$ cat src/rtl/alarm_event_gen_pkg.sv
// Shared alarm definitions: phase encoding, time-field widths and range limits,
// plus the index map of the timeout pulses steered out of the seconds counter.
package alarm_event_gen_pkg;

  localparam int HOUR_W   = 5;
  localparam int MIN_W    = 6;
  localparam int SEC_W    = 6;
  localparam int MAX_HOUR = 23;
  localparam int MAX_MIN  = 59;

  typedef enum logic [1:0] {
    PH_IDLE,
    PH_ARMED,
    PH_RINGING,
    PH_SNOOZING
  } phase_e;

  localparam int EXP_SNOOZE   = 0;
  localparam int EXP_TIMEOUT  = 1;
  localparam int EXP_AUTO_OFF = 2;
  localparam int EXP_N        = 3;

  // Ringing dominates so the illegal ringing+snoozing combination decodes as RINGING.
  function automatic phase_e decode_phase(input logic set_flag,
                                          input logic ring_flag,
                                          input logic snooze_flag);
    if (ring_flag)        return PH_RINGING;
    else if (snooze_flag) return PH_SNOOZING;
    else if (set_flag)    return PH_ARMED;
    else                  return PH_IDLE;
  endfunction

endpackage

$ cat src/rtl/alarm_event_gen_if.sv
// Bundle between the timekeeper/alarm FSM side (master) and the event generator (slave).
interface alarm_event_gen_if #(
  parameter int CNT_W    = 9,
  parameter int SNOOZE_W = 2
);
  import alarm_event_gen_pkg::*;

  logic                sec_tick_i;
  logic [HOUR_W-1:0]   cur_hour_i;
  logic [MIN_W-1:0]    cur_min_i;
  logic [SEC_W-1:0]    cur_sec_i;
  logic [HOUR_W-1:0]   alarm_hour_i;
  logic [MIN_W-1:0]    alarm_min_i;
  logic                in_alarm_set_i;
  logic                in_alarm_i;
  logic                in_snooze_i;
  logic                alarm_start_o;
  logic                alarm_timeout_o;
  logic                snooze_timeout_o;
  logic                auto_off_o;
  logic [CNT_W-1:0]    secs_left_o;
  logic [SNOOZE_W-1:0] snooze_cnt_o;

  modport master (
    output sec_tick_i, cur_hour_i, cur_min_i, cur_sec_i,
    output alarm_hour_i, alarm_min_i,
    output in_alarm_set_i, in_alarm_i, in_snooze_i,
    input  alarm_start_o, alarm_timeout_o, snooze_timeout_o, auto_off_o,
    input  secs_left_o, snooze_cnt_o
  );

  modport slave (
    input  sec_tick_i, cur_hour_i, cur_min_i, cur_sec_i,
    input  alarm_hour_i, alarm_min_i,
    input  in_alarm_set_i, in_alarm_i, in_snooze_i,
    output alarm_start_o, alarm_timeout_o, snooze_timeout_o, auto_off_o,
    output secs_left_o, snooze_cnt_o
  );

endinterface

$ cat src/rtl/alarm_event_gen_sec_down_counter.sv
// Loadable seconds down-counter that holds at zero; the 1->0 step raises one registered
// expire pulse per asserted select bit, so the caller steers the pulse without extra delay.
module sec_down_counter #(
  parameter int CNT_W = 9,
  parameter int N_EXP = 1
) (
  input  logic             clk_i,
  input  logic             rst_i,
  input  logic             clr_i,
  input  logic             load_i,
  input  logic [CNT_W-1:0] load_val_i,
  input  logic             tick_i,
  input  logic [N_EXP-1:0] exp_sel_i,
  output logic [CNT_W-1:0] count_o,
  output logic [N_EXP-1:0] expire_o
);

  logic [CNT_W-1:0] count_reg;
  logic [CNT_W-1:0] count_next;
  logic             hit_next;

  // Clear beats load, load beats a coincident tick.
  always_comb begin
    count_next = count_reg;
    hit_next   = 1'b0;
    if (clr_i) begin
      count_next = '0;
    end else if (load_i) begin
      count_next = load_val_i;
    end else if (tick_i && (count_reg != '0)) begin
      count_next = count_reg - CNT_W'(1);
      hit_next   = (count_reg == CNT_W'(1));
    end
  end

  always_ff @(posedge clk_i or posedge rst_i) begin
    if (rst_i) count_reg <= '0;
    else       count_reg <= count_next;
  end

  generate
    for (genvar gi = 0; gi < N_EXP; gi++) begin : g_expire
      logic expire_reg;
      always_ff @(posedge clk_i or posedge rst_i) begin
        if (rst_i) expire_reg <= 1'b0;
        else       expire_reg <= hit_next & exp_sel_i[gi];
      end
      assign expire_o[gi] = expire_reg;
    end
  endgenerate

  assign count_o = count_reg;

endmodule

$ cat src/rtl/alarm_event_gen.sv
// Event pulses for the alarm FSM: start on time match while armed, and ring/snooze
// expiry steered to timeout, snooze-timeout or auto-off depending on the snooze budget.
module alarm_event_gen
  import alarm_event_gen_pkg::*;
#(
  parameter int ALARM_LEN_S  = 60,
  parameter int SNOOZE_LEN_S = 300,
  parameter int MAX_SNOOZE   = 3,
  parameter int CNT_W        = $clog2(((ALARM_LEN_S > SNOOZE_LEN_S) ? ALARM_LEN_S : SNOOZE_LEN_S) + 1),
  parameter int SNOOZE_W     = $clog2(MAX_SNOOZE + 1)
) (
  input  logic          clk_i,
  input  logic          rst_i,
  alarm_event_gen_if.slave bus
);

  phase_e              phase;
  logic                match_next;
  logic                match_q;
  logic                match_prev_q;
  logic                ring_prev_q;
  logic                snooze_prev_q;
  logic                start_reg;
  logic                ring_entry;
  logic                snooze_entry;
  logic                cnt_clr;
  logic [CNT_W-1:0]    load_val;
  logic [EXP_N-1:0]    exp_sel;
  logic [EXP_N-1:0]    expire;
  logic [CNT_W-1:0]    count;
  logic [SNOOZE_W-1:0] snooze_cnt_reg;
  logic                budget_left;

  assign phase = decode_phase(bus.in_alarm_set_i, bus.in_alarm_i, bus.in_snooze_i);

  // Range guard keeps an out-of-range programmed alarm from ever matching.
  assign match_next = (bus.alarm_hour_i <= HOUR_W'(MAX_HOUR))
                    & (bus.alarm_min_i  <= MIN_W'(MAX_MIN))
                    & (bus.cur_hour_i == bus.alarm_hour_i)
                    & (bus.cur_min_i  == bus.alarm_min_i)
                    & (bus.cur_sec_i  == '0);

  assign ring_entry   = (phase == PH_RINGING)  && !ring_prev_q;
  assign snooze_entry = (phase == PH_SNOOZING) && !snooze_prev_q;
  assign cnt_clr      = (phase == PH_IDLE) || (phase == PH_ARMED);
  assign load_val     = ring_entry ? CNT_W'(ALARM_LEN_S) : CNT_W'(SNOOZE_LEN_S);
  assign budget_left  = (snooze_cnt_reg < SNOOZE_W'(MAX_SNOOZE));

  always_comb begin
    exp_sel               = '0;
    exp_sel[EXP_SNOOZE]   = (phase == PH_SNOOZING);
    exp_sel[EXP_TIMEOUT]  = (phase == PH_RINGING) &&  budget_left;
    exp_sel[EXP_AUTO_OFF] = (phase == PH_RINGING) && !budget_left;
  end

  always_ff @(posedge clk_i or posedge rst_i) begin
    if (rst_i) begin
      match_q        <= 1'b0;
      match_prev_q   <= 1'b0;
      ring_prev_q    <= 1'b0;
      snooze_prev_q  <= 1'b0;
      start_reg      <= 1'b0;
      snooze_cnt_reg <= '0;
    end else begin
      match_q       <= match_next;
      match_prev_q  <= match_q;
      ring_prev_q   <= (phase == PH_RINGING);
      snooze_prev_q <= (phase == PH_SNOOZING);
      // Edge-based so arming while the time already matches cannot start the alarm.
      start_reg     <= match_q & ~match_prev_q & (phase == PH_ARMED);
      if (cnt_clr)
        snooze_cnt_reg <= '0;
      else if (snooze_entry && budget_left)
        snooze_cnt_reg <= snooze_cnt_reg + SNOOZE_W'(1);
    end
  end

  sec_down_counter #(
    .CNT_W (CNT_W),
    .N_EXP (EXP_N)
  ) u_sec_down_counter (
    .clk_i      (clk_i),
    .rst_i      (rst_i),
    .clr_i      (cnt_clr),
    .load_i     (ring_entry | snooze_entry),
    .load_val_i (load_val),
    .tick_i     (bus.sec_tick_i),
    .exp_sel_i  (exp_sel),
    .count_o    (count),
    .expire_o   (expire)
  );

  assign bus.alarm_start_o    = start_reg;
  assign bus.alarm_timeout_o  = expire[EXP_TIMEOUT];
  assign bus.snooze_timeout_o = expire[EXP_SNOOZE];
  assign bus.auto_off_o       = expire[EXP_AUTO_OFF];
  assign bus.secs_left_o      = count;
  assign bus.snooze_cnt_o     = snooze_cnt_reg;

endmodule

$ cat src/flat_wrapper.sv
// flat-port wrapper written by rule: the top's interface ports become plain ports
module alarm_event_gen_flat import alarm_event_gen_pkg::*;
#(
  parameter int ALARM_LEN_S  = 60,
  parameter int SNOOZE_LEN_S = 300,
  parameter int MAX_SNOOZE   = 3,
  parameter int CNT_W        = $clog2(((ALARM_LEN_S > SNOOZE_LEN_S) ? ALARM_LEN_S : SNOOZE_LEN_S) + 1),
  parameter int SNOOZE_W     = $clog2(MAX_SNOOZE + 1)
)
  (clk_i, rst_i, bus_sec_tick_i, bus_cur_hour_i, bus_cur_min_i, bus_cur_sec_i, bus_alarm_hour_i, bus_alarm_min_i, bus_in_alarm_set_i, bus_in_alarm_i, bus_in_snooze_i, bus_alarm_start_o, bus_alarm_timeout_o, bus_snooze_timeout_o, bus_auto_off_o, bus_secs_left_o, bus_snooze_cnt_o);
  alarm_event_gen_if #(.CNT_W(CNT_W), .SNOOZE_W(SNOOZE_W)) bus_i ();
  input  logic clk_i;
  input  logic rst_i;
  input wire logic [$bits(bus_i.sec_tick_i)-1:0] bus_sec_tick_i;
  input wire logic [$bits(bus_i.cur_hour_i)-1:0] bus_cur_hour_i;
  input wire logic [$bits(bus_i.cur_min_i)-1:0] bus_cur_min_i;
  input wire logic [$bits(bus_i.cur_sec_i)-1:0] bus_cur_sec_i;
  input wire logic [$bits(bus_i.alarm_hour_i)-1:0] bus_alarm_hour_i;
  input wire logic [$bits(bus_i.alarm_min_i)-1:0] bus_alarm_min_i;
  input wire logic [$bits(bus_i.in_alarm_set_i)-1:0] bus_in_alarm_set_i;
  input wire logic [$bits(bus_i.in_alarm_i)-1:0] bus_in_alarm_i;
  input wire logic [$bits(bus_i.in_snooze_i)-1:0] bus_in_snooze_i;
  output wire logic [$bits(bus_i.alarm_start_o)-1:0] bus_alarm_start_o;
  output wire logic [$bits(bus_i.alarm_timeout_o)-1:0] bus_alarm_timeout_o;
  output wire logic [$bits(bus_i.snooze_timeout_o)-1:0] bus_snooze_timeout_o;
  output wire logic [$bits(bus_i.auto_off_o)-1:0] bus_auto_off_o;
  output wire logic [$bits(bus_i.secs_left_o)-1:0] bus_secs_left_o;
  output wire logic [$bits(bus_i.snooze_cnt_o)-1:0] bus_snooze_cnt_o;
  assign bus_i.sec_tick_i = bus_sec_tick_i;
  assign bus_i.cur_hour_i = bus_cur_hour_i;
  assign bus_i.cur_min_i = bus_cur_min_i;
  assign bus_i.cur_sec_i = bus_cur_sec_i;
  assign bus_i.alarm_hour_i = bus_alarm_hour_i;
  assign bus_i.alarm_min_i = bus_alarm_min_i;
  assign bus_i.in_alarm_set_i = bus_in_alarm_set_i;
  assign bus_i.in_alarm_i = bus_in_alarm_i;
  assign bus_i.in_snooze_i = bus_in_snooze_i;
  assign bus_alarm_start_o = bus_i.alarm_start_o;
  assign bus_alarm_timeout_o = bus_i.alarm_timeout_o;
  assign bus_snooze_timeout_o = bus_i.snooze_timeout_o;
  assign bus_auto_off_o = bus_i.auto_off_o;
  assign bus_secs_left_o = bus_i.secs_left_o;
  assign bus_snooze_cnt_o = bus_i.snooze_cnt_o;
  alarm_event_gen #(.ALARM_LEN_S(ALARM_LEN_S), .SNOOZE_LEN_S(SNOOZE_LEN_S), .MAX_SNOOZE(MAX_SNOOZE), .CNT_W(CNT_W), .SNOOZE_W(SNOOZE_W)) u_core (.clk_i(clk_i), .rst_i(rst_i), .bus(bus_i));
endmodule
$ cat config.mk
export PLATFORM = sky130hd
export DESIGN_NAME = alarm_event_gen_flat
export DESIGN_NICKNAME = d
export VERILOG_FILES = /design/src/rtl/alarm_event_gen_pkg.sv /design/src/rtl/alarm_event_gen_if.sv /design/src/rtl/alarm_event_gen_sec_down_counter.sv /design/src/rtl/alarm_event_gen.sv /design/src/flat_wrapper.sv
export SDC_FILE = /design/constraint.sdc
export NUM_CORES = 1
export LEC_CHECK = 0
export ABC_AREA = 1
export CELL_PAD_IN_SITES_DETAIL_PLACEMENT = 0
export CELL_PAD_IN_SITES_GLOBAL_PLACEMENT = 1
export CORE_MARGIN = 5
export CORE_UTILIZATION = 25
export CTS_BUF_LIST = sky130_fd_sc_hd__clkbuf_4 sky130_fd_sc_hd__clkbuf_8
export CTS_CLUSTER_DIAMETER = 80
export DETAILED_ROUTE_END_ITERATION = 8
export PLACE_DENSITY = 0.73
export SYNTH_ARGS = -nofsm -noshare
export SYNTH_HDL_FRONTEND = slang
export SYNTH_SLANG_ARGS = --single-unit
$ cat constraint.sdc
create_clock -name clk_i -period 4 [get_ports clk_i]
set_input_delay 0.8 -clock clk_i [delete_from_list [all_inputs] [get_ports clk_i]]
set_output_delay 0.8 -clock clk_i [all_outputs]
set_load 0.03 [all_outputs]
==> results of run 1 <==
## synthesized netlist by cell type (all sizes together)
library cell	n
xor2	2
o21ai	10
nor2	29
and3	1
nor3b	1
a21oi	1
ha	4
nand3	25
nand4	3
o22ai	2
dfrtp	19
or2	1
nand2	55
xnor2	1
inv	28
buf	1
nor3	2
## worst paths after layout
path	cells past startpoint	slack [ps]	from	to
min in group asynchronous	2	980	rst_i	u_core.bus.snooze_cnt_o[1]
max in group asynchronous	2	2540	rst_i	u_core.u_sec_down_counter.count_o[0]
setup / recovery	1	1760	u_core.u_sec_down_counter.count_o[4]	bus_secs_left_o[4]
hold reg to reg	0	390	u_core.match_q	u_core.match_prev_q
setup reg to reg	9	2390	u_core.u_sec_down_counter.count_o[0]	u_core.u_sec_down_counter.count_o[0]
hold / removal	0	390	u_core.match_q	u_core.match_prev_q
## routing by layer
metal  global-route usage [%]  up-vias  wire (µm)
met5                        0        -          0
met4                     3.55        0         43
met3                     2.35        4        278
met2                     18.4       44       1530
met1                     13.9      555       1490
li1                         -      688          -
## logic make-up after synthesis
family / count (synthesis)
XOR/XNOR: 3
buffers and inverters: 29
AO/OA/AOI/OAI: 13
AND/OR/NAND/NOR: 117
adder cells (fa/ha/maj): 4
flip-flops: 19
## power by group through the flow
stage / registers [W] / logic [W] / clock network (W)
2_1_floorplan: 0.000318 / 0.000180 / 0
3_3_place_gp: 0.000267 / 0.000388 / 0
4_1_cts: 0.000263 / 0.000384 / 0.000139
5_1_grt: 0.000271 / 0.000425 / 0.000147
3_5_place_dp: 0.000266 / 0.000383 / 0
6_report: 0.000263 / 0.000381 / 0.000136
## through the flow
stage | std cells | worst slack [ps] | hold WS [ps] | total power [W]
after global placement | 299 | 1590 | 351 | 0.000656
after CTS | 303 | 1750 | 385 | 0.000786
after global routing | 303 | 1710 | 395 | 0.000843
after detailed placement | 299 | 1570 | 376 | 0.000650
after floorplan | 185 | 2360 | 346 | 0.000498
final | 303 | 1760 | 391 | 0.000780
## area by class of cell
class,count,area share [%]
flip-flops and latches,19,25.7
clock buffers,3,2.23
multi-input cells,137,35.7
inverters,28,5.68
repair buffers,48,25.9
clock inverters,1,0.270
well taps,67,4.53
==> flow_metrics.tcl, run 1 <==
set metrics [dict create \
    outcome "finished, final reports clean" \
    cp_slowest_cell "clkdlybuf4s50_1" \
    sw_frac_of_total_pct 42.8 \
    drive_gt1_share_pct 5.93 \
    synth_compound_area_share_pct 5.42 \
    cts_setup_buffers 0 \
    synth_top_area_share_pct 38.2 \
    drtIter0Drc 58 \
    final_cell_mix "nand2_1, clkdlybuf4s50_1, inv_1, nor2_1, nand3_1" \
    numCtsBuffers 3 \
    nNetsFinal 275 \
    synth_fa_ha_area_share_pct 4.02 \
    slew_viol_final 0 \
    ys_top_cells_by_area "dfrtp_1, nand2_1, nand3_1" \
    firstDrtPassIters 4 \
    fp.dieH_um 80.6 \
    ys_warn_count 0 \
    final_common_cell "nand2_1" \
    grt_pass1_vias 1259 \
    die_w_um 80.6 \
    cp_max_fo 6 \
    drc_errors 0 \
    coreArea_um2 4790 \
    io_pins 49 \
    via_per_inst 4.26 \
    min_period_ps 2240 \
    cp.required_ps 3200 \
    cts.htree.levels 1 \
    start_util_pct 26.0 \
    wl_per_cell_um 11.0 \
    pwr-share-clk_pct 17.5 \
    hold_violations 0 \
    multiInputGateArea_um2 661 \
    grt_setup_unrepaired "no" \
    largest_reg_flops 9 \
    synth_top_family_by_area "simple AND/OR/NAND/NOR gates" \
    routed_wl_um 3340 \
    ir_drop_uv 113 \
    insertion_delay_ps 260 \
    hold_path.class "flip-flop to flip-flop" \
    arrival_ps 1440 \
    core.rowCount 25 \
    cts-root-buf "clkbuf_8" \
    ys_types 23 \
    worst_slew_pin_slew_ps 767 \
    powerDensity_nw_per_um2 421 \
    clockBufferDepth 2 \
    final_area_um2 1850 \
    seqCellArea_um2 475 \
    max_slew_margin_pct 48.8 \
    synth-xor-area-share_pct 2.11 \
    fill_cells 532 \
    final_util_pct 38.7 \
    synth_nets 223 \
    yosys.area.top_type "dfrtp_1" \
    crit_buf_inv 1 \
    cts_sinks 19 \
    placement.io_buffers 48 \
    synthCells 185 \
    dr_total_vias 1291 \
    end_kind "output port" \
    ys_seq_area_share_pct 38.2 \
    worst_clock_skew_ps 2.29 \
    finalSetupViolations 0 \
    grt_pass1_wl_um 5630 \
    clock.fmax_mhz 447 \
    ant_nets 0 \
    n_antenna_cell 0 \
    crit_chain "clkdlybuf4s50_1" \
    total_leakage_power_nw 0.907 \
    ys_seq_elements 19 \
    area_growth_pct 48.6 \
    antenna_found_initial 0 \
    syn_area_um2 1250 \
    clk_pin_slew_ps 80 \
    cts_hold_buf 0 \
    drv_cap 0 \
    power_frac_comb_pct 48.9 \
    cp_slowest_stage_delay_ps 710 \
    sequentialPowerShare_pct 33.7 \
    gr-usage-all-layers_pct 11.0 \
    power_switching_w 0.000333 \
    power.internal_w 0.000446 \
    muxShareOfSynthArea_pct 0 \
    dpl.hpwl_um 2780 \
    crit_family "buffers and inverters" \
    fin_crit_sh_pct 55.9 \
    die_area_um2 6500 \
    cts_tree "done" \
    grt_max_degree 20 \
    synthSimpleGateAreaFrac_pct 41.5 \
    synth.avg_cell_area_um2 6.74 \
    crit_path_start_kind "flip-flop" \
    finalSetupTns_ps 0 \
    routabilityCongestion 0.833 \
    grt_overflow_total 0 \
    cts-resized-gates 0 \
    criticalPathCategory "flip-flop to output port" \
    placed_area_um2 1810 \
]
No activity file was read; power rests on OpenSTA's default activity.
==> run 2, diff against run 1 <==
Clock period 4 ns to 2.2 ns, I/O delays scaled along.
==> run 2 against run 1 <==
  * Utilization up 0.31 points
  * Die area unchanged
  * Via count rose by 0.62%
  * Total power up 81%
  * Register-to-register slack lost 1700 ps
  * Critical path type unchanged
  * Largest cell class unchanged
  * Largest power group unchanged
==> flow_metrics.tcl, run 2 (synthesized netlist as in run 1, its figures left out) <==
set metrics [dict create \
    fin_crit_sh_pct 85.4 \
    grt_overflow_total 0 \
    numCtsBuffers 3 \
    r2r_slack_ps 660 \
    dpl.hpwl_um 2740 \
    worst_slew_pin_slew_ps 373 \
    core.rowCount 25 \
    via_per_inst 4.26 \
    grt_max_degree 20 \
    coreArea_um2 4790 \
    ir_drop_uv 254 \
    drv_cap 0 \
    r2r_cells 9 \
    crit_buf_inv 1 \
    die_w_um 80.6 \
    crit_start "u_core.u_sec_down_counter.count_o[3]" \
    finalSetupTns_ps 0 \
    insertion_delay_ps 260 \
    clockBufferDepth 2 \
    dr_total_vias 1299 \
    whs_ps 373 \
    power_frac_comb_pct 48.6 \
    io_pins 49 \
    arrival_ps 1440 \
    cts_setup_buffers 0 \
    worst_clock_skew_ps 5.23 \
    cp_slowest_stage_delay_ps 720 \
    multiInputGateArea_um2 661 \
    final_util_pct 39.0 \
    grt_setup_unrepaired "no" \
    n_antenna_cell 0 \
    cp_slowest_cell "clkdlybuf4s50_1" \
    total_leakage_power_nw 0.917 \
    wl_per_cell_um 10.5 \
    min_period_ps 1880 \
    grt_pass1_vias 1290 \
    drc_errors 0 \
    power_switching_w 0.000597 \
    final_common_cell "nand2_1" \
    nNetsFinal 277 \
    setup_slack_ps 322 \
    antenna_found_initial 0 \
    grt_pass1_wl_um 5610 \
    clk_pin_slew_ps 80 \
    fp.dieH_um 80.6 \
    routabilityCongestion 0.821 \
    clock.fmax_mhz 532 \
    outcome "finished, final reports clean" \
    placed_cells 301 \
    fill_cells 515 \
    cts_sinks 19 \
    cp_max_fo 7 \
    max_slew_margin_pct 75.0 \
    cts-root-buf "clkbuf_8" \
    placement.io_buffers 48 \
    endpoint "bus_secs_left_o[3]" \
    crit_family "buffers and inverters" \
    crit_path_start_kind "flip-flop" \
    cp.required_ps 1760 \
    seqCellArea_um2 475 \
    sequentialPowerShare_pct 34.0 \
    worstReg2RegStart "u_core.u_sec_down_counter.count_o[0]" \
    criticalPathCategory "flip-flop to output port" \
    slew_viol_final 0 \
    drive_gt1_share_pct 6.72 \
    sw_frac_of_total_pct 42.3 \
    largest_reg_flops 9 \
    die_area_um2 6500 \
    r2r_end "u_core.u_sec_down_counter.count_o[8]" \
    ant_nets 0 \
    drtIter0Drc 83 \
    instances_no_fill 305 \
    post-place-ws_ps 308 \
    final_cell_mix "nand2_1, clkdlybuf4s50_1, inv_1, nor2_1, nand3_1" \
    cts_hold_buf 0 \
    gr-usage-all-layers_pct 11.0 \
    start_util_pct 26.0 \
    crit_chain "clkdlybuf4s50_1" \
    routed_wl_um 3190 \
    cts.htree.levels 1 \
    hold_path.class "flip-flop to flip-flop" \
    hold_violations 0 \
    end_kind "output port" \
    cts-resized-gates 0 \
    firstDrtPassIters 4 \
    pwr-share-clk_pct 17.4 \
    finalSetupViolations 0 \
    path_depth 1 \
    area_growth_pct 49.8 \
    power.internal_w 0.000814 \
    powerDensity_nw_per_um2 756 \
    cts_tree "done" \
]
-- run 2: changes by cell type in the layout (fill, tap and decap cells not counted), sizes merged --
cell  delta
buf      +2
-- run 2: worst min-delay path by stage --
stage	from	endpoint	slack (ps)	depth (start not counted)
2_1_floorplan	u_core.match_q	u_core.match_prev_q	350	0
6_report	u_core.match_q	u_core.match_prev_q	370	0
4_1_cts	u_core.match_q	u_core.match_prev_q	380	0
3_3_place_gp	u_core.match_q	u_core.match_prev_q	350	0
3_5_place_dp	u_core.match_q	u_core.match_prev_q	350	0
5_1_grt	u_core.match_q	u_core.match_prev_q	390	0
-- run 2: per-stage QoR --
step	area (µm²)	power (W)
4_1_cts	1870	0.00143
5_1_grt	1870	0.00154
6_report	1870	0.00141
2_1_floorplan	1250	0.000905
3_5_place_dp	1820	0.00118
3_3_place_gp	1820	0.00120
-- run 2: layout make-up --
type | instances | share of cell area (%)
inverters | 28 | 5.63
flip-flops and latches | 19 | 25.5
well taps | 67 | 4.49
multi-input cells | 137 | 35.4
clock inverters | 1 | 0.268
repair buffers | 50 | 26.5
clock buffers | 3 | 2.21
-- run 2: layer usage --
metal	global-route usage, %	routed length (µm)	vias up
met1	14.3	1460	581
li1	-	-	687
met5	0	0	-
met2	18.0	1490	29
met4	3.04	20	0
met3	2.69	221	2
-- run 2: power groups by stage --
stage	combinational (W)	sequential, W	clock, W
3_5_place_dp	0.000693	0.000487	0
2_1_floorplan	0.000326	0.000579	0
4_1_cts	0.000695	0.000481	0.000252
3_3_place_gp	0.000704	0.000494	0
6_report	0.000686	0.000479	0.000246
5_1_grt	0.000778	0.000494	0.000267
